## src/rtl/care_pkg.sv

```systemverilog
// ---------------------------------------------------------------------------
// care_pkg
//   Shared definitions for the care-action controller: action indices, the
//   menu FSM state encoding and small helpers for menu wrap and the
//   pseudo-random stat index fold.
// ---------------------------------------------------------------------------
package care_pkg;

  localparam int NUM_ACTIONS = 6;

  typedef enum logic [2:0] {
    ACT_FEED  = 3'd0,
    ACT_PLAY  = 3'd1,
    ACT_HEAL  = 3'd2,
    ACT_WASH  = 3'd3,
    ACT_SLEEP = 3'd4,
    ACT_TALK  = 3'd5
  } action_e;

  typedef enum logic [1:0] {
    IDLE     = 2'd0,
    BROWSE   = 2'd1,
    APPLY    = 2'd2,
    COOLDOWN = 2'd3
  } state_e;

  // Advance the highlighted action, wrapping after the last one.
  function automatic logic [2:0] next_sel(input logic [2:0] sel);
    return (sel == 3'(NUM_ACTIONS - 1)) ? 3'd0 : sel + 3'd1;
  endfunction

  // Fold a 3-bit value 0..7 onto the stat range 0..5.
  function automatic logic [2:0] fold_random(input logic [2:0] l);
    return (l < 3'd6) ? l : l - 3'd6;
  endfunction

endpackage

```

## src/rtl/btn_debounce.sv

```systemverilog
// ---------------------------------------------------------------------------
// btn_debounce
//   Two-flop synchroniser, level debouncer and rising-edge detector for one
//   raw push-button.
//   Ports:
//     clk        system clock
//     rst_n      asynchronous active-low reset
//     btn_raw_i  raw asynchronous button level (active-high)
//     press_o    one-cycle pulse on the debounced 0->1 transition
// ---------------------------------------------------------------------------
module btn_debounce #(
  parameter int DEBOUNCE_CYCLES = 270_000
) (
  input  logic clk,
  input  logic rst_n,
  input  logic btn_raw_i,
  output logic press_o
);

  localparam int CW = (DEBOUNCE_CYCLES > 1) ? $clog2(DEBOUNCE_CYCLES) : 1;

  logic          sync1_q, sync2_q;
  logic          level_q, level_d;
  logic          level_prev_q;
  logic [CW-1:0] cnt_q, cnt_d;

  // The counter tracks how many consecutive samples disagree with the
  // accepted level; the level flips on the DEBOUNCE_CYCLES-th one.
  always_comb begin
    // NOTE: every always_comb output gets a default first so no path leaves
    // it unassigned, which would otherwise infer a latch.
    cnt_d   = '0;
    level_d = level_q;
    if (sync2_q != level_q) begin
      if (cnt_q == CW'(DEBOUNCE_CYCLES - 1)) begin
        level_d = sync2_q;
      end else begin
        cnt_d = cnt_q + 1'b1;
      end
    end
  end

  // NOTE: sequential state uses non-blocking assignments so all flops sample
  // their inputs from the same clock edge regardless of statement order.
  always_ff @(posedge clk or negedge rst_n) begin
    if (!rst_n) begin
      sync1_q      <= 1'b0;
      sync2_q      <= 1'b0;
      level_q      <= 1'b0;
      level_prev_q <= 1'b0;
      cnt_q        <= '0;
    end else begin
      sync1_q      <= btn_raw_i;
      sync2_q      <= sync1_q;
      level_q      <= level_d;
      level_prev_q <= level_q;
      cnt_q        <= cnt_d;
    end
  end

  assign press_o = level_q & ~level_prev_q;

endmodule

```

## src/rtl/care_action_ctrl.sv

```systemverilog
// ---------------------------------------------------------------------------
// care_action_ctrl
//   Turns three raw push-buttons into a menu-driven care action and emits
//   DOSE one-cycle one-hot pulses on care_pulse for the chosen action. Also
//   produces a pseudo-random stat index 0..5 from a 16-bit LFSR.
//   Ports:
//     clk, rst_n     27 MHz clock, asynchronous active-low reset
//     btn_next_raw   raw button: advance the highlighted action
//     btn_sel_raw    raw button: open the menu / apply the highlighted action
//     btn_back_raw   raw button: leave the menu
//     care_pulse     one-hot action pulses (bits 7:6 always 0)
//     random         pseudo-random stat index, 0..5
//     menu_sel       currently highlighted action, 0..5
//     menu_active    high in BROWSE, APPLY and COOLDOWN
//     busy           high in APPLY and COOLDOWN
// ---------------------------------------------------------------------------
module care_action_ctrl
  import care_pkg::*;
#(
  parameter int          DEBOUNCE_CYCLES     = 270_000,
  parameter int          MENU_TIMEOUT_CYCLES = 270_000_000,
  parameter int          COOLDOWN_CYCLES     = 27_000_000,
  parameter int          DOSE                = 2,
  parameter int          PULSE_GAP           = 4,
  parameter logic [15:0] LFSR_SEED           = 16'hACE1
) (
  input  logic       clk,
  input  logic       rst_n,
  input  logic       btn_next_raw,
  input  logic       btn_sel_raw,
  input  logic       btn_back_raw,
  output logic [7:0] care_pulse,
  output logic [2:0] random,
  output logic [2:0] menu_sel,
  output logic       menu_active,
  output logic       busy
);

  // One shared timer serves the menu timeout, the pulse period and the
  // cooldown, so it is sized for the largest of them.
  localparam int TMAX_A = (MENU_TIMEOUT_CYCLES > COOLDOWN_CYCLES) ? MENU_TIMEOUT_CYCLES
                                                                  : COOLDOWN_CYCLES;
  localparam int TMAX   = (TMAX_A > PULSE_GAP + 1) ? TMAX_A : PULSE_GAP + 1;
  localparam int TW     = $clog2(TMAX + 1);

  // ---------------- button front ends ----------------
  logic p_next, p_sel, p_back;
  logic ev_next, ev_sel, ev_back;

  btn_debounce #(.DEBOUNCE_CYCLES(DEBOUNCE_CYCLES)) u_db_next (
    .clk(clk), .rst_n(rst_n), .btn_raw_i(btn_next_raw), .press_o(p_next)
  );
  btn_debounce #(.DEBOUNCE_CYCLES(DEBOUNCE_CYCLES)) u_db_sel (
    .clk(clk), .rst_n(rst_n), .btn_raw_i(btn_sel_raw), .press_o(p_sel)
  );
  btn_debounce #(.DEBOUNCE_CYCLES(DEBOUNCE_CYCLES)) u_db_back (
    .clk(clk), .rst_n(rst_n), .btn_raw_i(btn_back_raw), .press_o(p_back)
  );

  // Same-cycle presses resolve back > sel > next; the losers are dropped.
  assign ev_back = p_back;
  assign ev_sel  = p_sel & ~p_back;
  assign ev_next = p_next & ~p_back & ~p_sel;

  // ---------------- menu FSM ----------------
  state_e        state_q, state_d;
  logic [2:0]    menu_sel_q, menu_sel_d;
  logic [2:0]    action_q, action_d;
  logic [TW-1:0] tmr_q, tmr_d;
  logic [3:0]    dose_q, dose_d;
  logic [7:0]    pulse_q, pulse_d;
  logic          menu_active_q, busy_q;

  always_comb begin
    state_d    = state_q;
    menu_sel_d = menu_sel_q;
    action_d   = action_q;
    tmr_d      = tmr_q;
    dose_d     = dose_q;
    pulse_d    = '0;

    case (state_q)
      IDLE: begin
        if (ev_sel || ev_next) begin
          state_d = BROWSE;
          tmr_d   = '0;
        end
      end

      BROWSE: begin
        tmr_d = tmr_q + 1'b1;
        // A press in the same cycle as the timeout wins and restarts it.
        if (ev_back) begin
          state_d = IDLE;
          tmr_d   = '0;
        end else if (ev_sel) begin
          state_d  = APPLY;
          action_d = menu_sel_q;
          tmr_d    = '0;
          dose_d   = '0;
        end else if (ev_next) begin
          menu_sel_d = next_sel(menu_sel_q);
          tmr_d      = '0;
        end else if (tmr_q == TW'(MENU_TIMEOUT_CYCLES - 1)) begin
          state_d = IDLE;
          tmr_d   = '0;
        end
      end

      APPLY: begin
        // Each pulse period is 1 high cycle plus PULSE_GAP low cycles;
        // the timer phase 0 launches the registered pulse.
        if (tmr_q == '0) pulse_d = 8'd1 << action_q;
        if (tmr_q == TW'(PULSE_GAP)) begin
          tmr_d = '0;
          if (dose_q == 4'(DOSE - 1)) begin
            state_d = COOLDOWN;
            dose_d  = '0;
          end else begin
            dose_d = dose_q + 4'd1;
          end
        end else begin
          tmr_d = tmr_q + 1'b1;
        end
      end

      COOLDOWN: begin
        if (tmr_q == TW'(COOLDOWN_CYCLES - 1)) begin
          state_d = BROWSE;
          tmr_d   = '0;
        end else begin
          tmr_d = tmr_q + 1'b1;
        end
      end

      default: begin
        state_d = IDLE;
        tmr_d   = '0;
      end
    endcase
  end

  always_ff @(posedge clk or negedge rst_n) begin
    if (!rst_n) begin
      state_q       <= IDLE;
      menu_sel_q    <= '0;
      action_q      <= '0;
      tmr_q         <= '0;
      dose_q        <= '0;
      pulse_q       <= '0;
      menu_active_q <= 1'b0;
      busy_q        <= 1'b0;
    end else begin
      state_q       <= state_d;
      menu_sel_q    <= menu_sel_d;
      action_q      <= action_d;
      tmr_q         <= tmr_d;
      dose_q        <= dose_d;
      pulse_q       <= pulse_d;
      // Status flags are registered from the next state so they line up
      // with state_q without a decode after the flops.
      menu_active_q <= (state_d != IDLE);
      busy_q        <= (state_d == APPLY) || (state_d == COOLDOWN);
    end
  end

  // ---------------- pseudo-random stat index ----------------
  logic [15:0] lfsr_q, lfsr_d;
  logic [2:0]  random_q;

  // Fibonacci LFSR x^16+x^14+x^13+x^11+1, shifting right; the all-zero
  // lock-up state is escaped by reloading the seed.
  always_comb begin
    if (lfsr_q == 16'h0000) begin
      lfsr_d = LFSR_SEED;
    end else begin
      lfsr_d = {lfsr_q[0] ^ lfsr_q[2] ^ lfsr_q[3] ^ lfsr_q[5], lfsr_q[15:1]};
    end
  end

  always_ff @(posedge clk or negedge rst_n) begin
    if (!rst_n) begin
      lfsr_q   <= LFSR_SEED;
      random_q <= '0;
    end else begin
      lfsr_q   <= lfsr_d;
      random_q <= fold_random(lfsr_q[2:0]);
    end
  end

  assign care_pulse  = pulse_q;
  assign random      = random_q;
  assign menu_sel    = menu_sel_q;
  assign menu_active = menu_active_q;
  assign busy        = busy_q;

endmodule

```

## config.mk

```make
export PLATFORM = sky130hd
export DESIGN_NAME = care_action_ctrl
export DESIGN_NICKNAME = d
export VERILOG_FILES = /design/src/rtl/care_pkg.sv /design/src/rtl/btn_debounce.sv /design/src/rtl/care_action_ctrl.sv
export SDC_FILE = /design/constraint.sdc
export NUM_CORES = 1
export LEC_CHECK = 0
export CAP_MARGIN = 20
export CORE_MARGIN = 2
export CORE_UTILIZATION = 62
export DETAILED_ROUTE_END_ITERATION = 8
export MAX_ROUTING_LAYER = met4
export PLACE_DENSITY_LB_ADDON = 0.05
export SLEW_MARGIN = 20
export SYNTH_ARGS = -nofsm -noshare
export SYNTH_HDL_FRONTEND = slang
export SYNTH_HIERARCHICAL = 1
export SYNTH_SLANG_ARGS = --single-unit
```

## constraint.sdc

```tcl
create_clock -name clk -period 4.3 [get_ports clk]
set_clock_uncertainty 0.2 [all_clocks]
set_input_delay 0.43 -clock clk [delete_from_list [all_inputs] [get_ports clk]]
set_output_delay 0.43 -clock clk [all_outputs]
set_load 0.02 [all_outputs]
```

==> results.py, run 1 <==
metrics = {
    "sta": {
        "min_period_over_period": 0.682,
        "tns_ps": 0,
        "fmax_mhz": 341,
        "fin_crit_ps": 2930,
        "holdWs_ps": 135,
        "setup_viol": 0,
        "tightest_slew_ps": 943,
        "rsz0062_at_grt": "false",
        "maxSlewHeadroom": 0.371,
        "hold_viol": 0,
        "drv_slew": 0,
    },
    "synth": {
        "yosys.area.top_type_share": 0.504,
        "ys.flop_type": "dfrtp_1",
        "synth-async-reset-ratio": 1.00,
        "syn_avg_cell_area_sq_um": 10.3,
        "yosys.area.top_type": "dfrtp_1",
        "ys_top_cells_by_area": "dfrtp_1, nor2_1, xnor2_1",
        "netlist_instances": 631,
        "synth_seq_cells": 139,
        "synth.distinct_cells": 51,
        "synth_edf_count": 0,
        "synthesis.nets": 643,
        "synth_warnings": 6,
        "seq_area_frac_synth": 0.536,
        "netlist_area_sq_um": 6510,
    },
    "grt": {
        "grt_pass1_wl_mm": 21.0,
        "grt_antenna_before_repair": 0,
        "grt_max_degree": 107,
        "track_usage": 0.243,
        "grt_overflow": 0,
        "grt_pass1_vias": 4495,
    },
    "worst_setup_path": {
        "arrival_ps": 3090,
        "reg2reg_depth": 8,
        "timing.rr.end": "tmr_q[6]",
        "critPathLaunchType": "flip-flop",
        "timing.rr.start": "tmr_q[0]",
        "critPathMaxFanout": 21,
        "required_ps": 4460,
        "rrSetupSlack_ps": 1370,
        "crit_path_end_kind": "flip-flop",
        "critPathKind": "flip-flop to flip-flop",
    },
    "worst_hold_path": {
        "worstHoldPathCells": 1,
        "min_to": "u_db_sel/sync1_q",
        "hold_start": "btn_sel_raw",
        "hp-class": "input port to flip-flop",
    },
    "clocking": {
        "clock_sinks": 139,
        "cts_resized": 0,
        "cts.path.max_buffers": 2,
        "clock_latency_ps": 530,
        "cts_max_level": 4,
        "cts_tree": "built",
        "postCtsHoldBufs": 1,
        "root_buffer": "clkbuf_8",
        "numCtsBuffers": 17,
        "cts.reportedPaths.clkPinSlew_ps": 60,
        "postCtsSetupBuffers": 0,
    },
    "route": {
        "vias_per_cell": 5.90,
        "drt-total-wl_mm": 12.2,
        "vias": 4718,
        "drt_iter0_drc": 350,
        "wl_per_cell_um": 15.2,
        "drc_errors": 0,
        "antenna_left": 0,
        "firstDrtPassIters": 5,
    },
    "layout": {
        "synthToLayoutAreaGrowth_pct": 13.3,
        "drive_gt1_frac": 0.101,
        "fin_nets": 663,
        "final_common_cell": "dfrtp_1",
        "mostFrequentLayoutCells": "dfrtp_1, nor2_1, xnor2_1",
        "antenna_cells": 0,
        "n_fill_cell": 779,
    },
    "floorplan": {
        "io_pins": 21,
        "die_w_um": 106,
        "dieArea_sq_um": 11300,
        "initial_core_util": 0.633,
        "row_count": 37,
        "fp.dieH_um": 106,
        "coreArea_sq_um": 10300,
    },
    "flow_run": {
        "drv_cap": 0,
    },
    "pwr": {
        "power_density_nw_per_um2": 371,
        "p_sw_frac": 0.205,
        "ir_drop_uv": 328,
        "p_leak_nw": 3.11,
        "intPower_w": 0.00217,
        "switching_power_w": 0.000562,
        "pwr-share-clk": 0.496,
        "seqPwrFrac": 0.486,
        "pwr-share-comb": 0.019,
    },
    "place": {
        "port_buffers": 20,
        "hpwl_mm": 7.90,
        "place_congestion": 0.916,
    },
    "run_status": {
        "outcome": "finished clean",
    },
}
state kept, by name (all words and copies together) (netlist names), 2 cells and up:
name,flops
random,3
u_db_next/cnt_q,19
lfsr_q,16
action_q,3
state_q,2
care_pulse,8
dose_q,4
tmr_q,29
menu_sel,3
u_db_back/cnt_q,19
u_db_sel/cnt_q,19
metal layers:
layer,global-route usage,vias to the layer above,routed length [um],part of all wire
met4,0.112,0,209,0.017
met5,-,-,0,0
met1,0.320,2312,5730,0.47
met3,0.0540,19,476,0.039
li1,-,2273,-,-
met2,0.362,114,5740,0.47
cells by family (layout without fill, tap and decap cells):
kind of cell	Yosys count	count (layout)	share of synthesized area
and+or+nand+nor	304	304	0.263
xor gates and xnor gates	63	63	0.0848
muxes	7	7	0.0119
adders and majority gates	7	7	0.0135
DFF	139	139	0.536
buffers and inverters	45	78	0.0283
AOI/OAI and AO/OA	66	66	0.0627
cells in the mapped netlist (7+ instances only):
master,n
and3_1,8
xor2_1,29
nor3_1,24
o21ai_0,27
nand2_1,30
nor4_1,20
a21oi_1,14
nand2b_1,14
dfrtp_1,131
inv_1,22
and4_1,7
or4_4,7
dfstp_2,8
nor2_1,82
or3_1,16
xnor2_1,34
nand4_1,28
nand3_1,30
nor3b_1,7
clkbuf_1,15
ha_1,7
critical path, cell delays in order, from the launching register on:
cell and delay (ps):
dfrtp_1 400, inv_1 120, ha_1 150, nor4b_1 270
nand4_1 190, nor4_1 400, o21a_1 170, and2_1 660
o32ai_1 210
per-stage QoR:
| stage | instances | worst slack (ps) | power [W] | instance area, sq um | utilization |
|---|---|---|---|---|---|
| 2_1_floorplan | 631 | 1760 | 0.00137 | 6510 | - |
| 3_3_place_gp | 767 | 1540 | 0.00140 | 6800 | 0.662 |
| 3_5_place_dp | 767 | 1400 | 0.00140 | 6800 | 0.662 |
| 4_1_cts | 800 | 1410 | 0.00277 | 7370 | 0.717 |
| 5_1_grt | 800 | 1180 | 0.00284 | 7370 | 0.717 |
| 6_report | 800 | 1370 | 0.00274 | 7370 | 0.717 |
area by class of cell:
| type | count | area (sq um) | area share |
|---|---|---|---|
| clock buffer | 26 | 498 | 0.0675 |
| sequential | 139 | 3490 | 0.473 |
| clock inverter | 6 | 63.8 | 0.00865 |
| tap | 136 | 170 | 0.0231 |
| timing repair buffer | 24 | 234 | 0.0317 |
| multi-input combinational | 447 | 2840 | 0.385 |
| inverter | 22 | 82.6 | 0.0112 |
power by group through the flow:
stage          Sequential (W)  Combinational [W]  Clock (W)
6_report              0.00133          0.0000514    0.00136
5_1_grt               0.00133          0.0000617    0.00145
4_1_cts               0.00133          0.0000539    0.00139
3_5_place_dp          0.00135          0.0000525          0
3_3_place_gp          0.00135          0.0000512          0
2_1_floorplan         0.00135          0.0000191          0
worst max path at each step:
stage	startpoint	to	slack [ps]	cells after the start
floorplan	tmr_q[17]	dose_q[3]	1760	5
global placement	tmr_q[20]	tmr_q[6]	1540	5
detailed placement	tmr_q[0]	tmr_q[24]	1400	8
CTS	tmr_q[0]	tmr_q[6]	1410	8
global route	tmr_q[0]	tmr_q[6]	1180	8
finish	tmr_q[0]	tmr_q[6]	1370	8
(Power assumes the default switching activity.)
==> inputs of run 2 (changes only) <==
CORE_UTILIZATION = 61   (was 62)
clock period = 2.7 ns   (was 4.3 ns; I/O delays follow)
==> run 2 against run 1 <==
Compared with the run above:
- wire length up 1.9%
- sequential cell count unchanged
- fmax increased by 10%
- design area increased by 3.6%
- critical endpoint is now dose_q[3]
- sequential share of layout area decreased by 1.6 points
- die area is 1.6% higher
- worst setup slack got worse by 1300 ps
- core utilization up 2.2 points
- total power up 69%
==> results.py, run 2 (synthesized netlist as in run 1, its figures left out) <==
metrics = {
    "sta": {
        "hold_viol": 0,
        "setup_viol": 0,
        "rsz0062_at_grt": "true",
        "min_period_over_period": 0.984,
        "fin_crit_ps": 2660,
        "drv_slew": 0,
        "maxSlewHeadroom": 0.655,
        "tightest_slew_ps": 518,
        "holdWs_ps": 68.0,
        "fmax_mhz": 376,
    },
    "place": {
        "port_buffers": 20,
        "hpwl_mm": 8.34,
        "place_congestion": 0.936,
        "place_area_sq_um": 6940,
    },
    "floorplan": {
        "initial_core_util": 0.630,
        "io_pins": 21,
        "dieArea_sq_um": 11500,
        "fp.dieH_um": 107,
        "row_count": 37,
        "coreArea_sq_um": 10300,
        "die_w_um": 107,
    },
    "layout": {
        "mostFrequentLayoutCells": "dfrtp_1, nor2_1, xnor2_1",
        "utilization": 0.740,
        "largest_reg_flops": 29,
        "drive_gt1_frac": 0.133,
        "synthToLayoutAreaGrowth_pct": 17.3,
        "n_fill_cell": 723,
        "final_area_sq_um": 7640,
        "antenna_cells": 0,
        "fin_nets": 685,
        "regMostFlops": "tmr_q",
        "final_common_cell": "dfrtp_1",
    },
    "clocking": {
        "cts_max_level": 4,
        "root_buffer": "clkbuf_8",
        "clock_latency_ps": 530,
        "numCtsBuffers": 17,
        "clock_sinks": 139,
        "cts.reportedPaths.clkPinSlew_ps": 60,
        "cts_tree": "built",
        "cts.path.max_buffers": 2,
    },
    "grt": {
        "busiest_layer": "met2",
        "grt_antenna_before_repair": 0,
        "grt_pass1_wl_mm": 21.9,
        "grt_max_degree": 59,
        "met3_usage": 0.0636,
        "track_usage": 0.249,
        "met1_usage": 0.338,
        "grt_overflow": 0,
        "grt_pass1_vias": 4681,
        "use_met2": 0.368,
    },
    "route": {
        "firstDrtPassIters": 7,
        "drt_iter0_drc": 260,
        "vias_per_cell": 5.91,
        "vias": 4856,
        "drc_errors": 0,
        "antenna_left": 0,
        "drt-total-wl_mm": 12.4,
        "wl_per_cell_um": 15.1,
    },
    "pwr": {
        "ir_drop_uv": 820,
        "power_density_nw_per_um2": 606,
        "power_w": 0.00463,
        "p_leak_nw": 3.26,
    },
    "worst_setup_path": {
        "required_ps": 2940,
        "critPathKind": "flip-flop to flip-flop",
        "crit_path_end_kind": "flip-flop",
        "arrival_ps": 2890,
        "critPathLaunchType": "flip-flop",
        "critPathMaxFanout": 6,
    },
    "worst_hold_path": {
        "hp-class": "input port to asynchronous set/reset pin",
    },
    "run_status": {
        "outcome": "finished clean",
    },
    "flow_run": {
        "drv_cap": 0,
    },
}
## run 2: cell count changes in the layout (fill, tap and decap cells not counted), moves of 2 or more
cell	delta
clkbuf_1	-2
buf_4	+18
dlygate4sd3_1	+3
bufinv_16	+3
clkbuf_8	-2
## run 2: final timing paths
path	end	cells past startpoint	slack [ps]	start
max in group asynchronous	lfsr_q[5]	3	1550	rst_n
worst max register to register	dose_q[3]	5	40	tmr_q[4]
worst min-delay path	u_db_next/cnt_q[17]	2	70	rst_n
worst max-delay path	dose_q[3]	5	40	tmr_q[4]
worst min register to register	u_db_next/sync2_q	0	150	u_db_next/sync1_q
min in group clk	u_db_next/sync2_q	0	150	u_db_next/sync1_q
## run 2: final cells by class
type / instances / area, sq um / area share
Sequential cell: 139 / 3490 / 0.457
Multi-Input combinational cell: 447 / 2850 / 0.373
Clock buffer: 22 / 463 / 0.0606
Timing Repair Buffer: 46 / 419 / 0.0549
Tap cell: 136 / 170 / 0.0223
Clock inverter: 10 / 165 / 0.0216
Inverter: 22 / 82.6 / 0.0108
## run 2: timing repair
action,4_1_cts,5_1_grt
hold buffers,4,0
setup endpoints to repair,1,2
pin swaps,0,2
endpoints found under the hold margin,134,0
buffers inserted,0,2
gates resized for setup,1,2
## run 2: stage by stage
| step | cells | TNS, ps | worst slack (ps) |
|---|---|---|---|
| floorplan | 631 | 0 | 158 |
| global placement | 784 | 0 | 50.6 |
| detailed placement | 784 | -17.4 | -17.4 |
| CTS | 820 | 0 | 50.8 |
| global route | 822 | -12.0 | -12.0 |
| finish | 822 | 0 | 42.1 |
## run 2: metal layers
metal	wire, um	vias to the layer above
met4	194	0
met5	0	-
met1	5790	2392
li1	-	2319
met3	576	19
met2	5830	126
## run 2: where the power goes
group	internal [W]	switching (W)
Clock	0.00158	0.000845
Sequential	0.00210	0.0000152
Combinational	0.0000288	0.0000646
## run 2: critical path: stages (launching register included)
cell     delay [ps]
dfrtp_1         420
or4_2           660
or4_4           510
o21ba_4         230
or3_1           350
o31ai_1         200
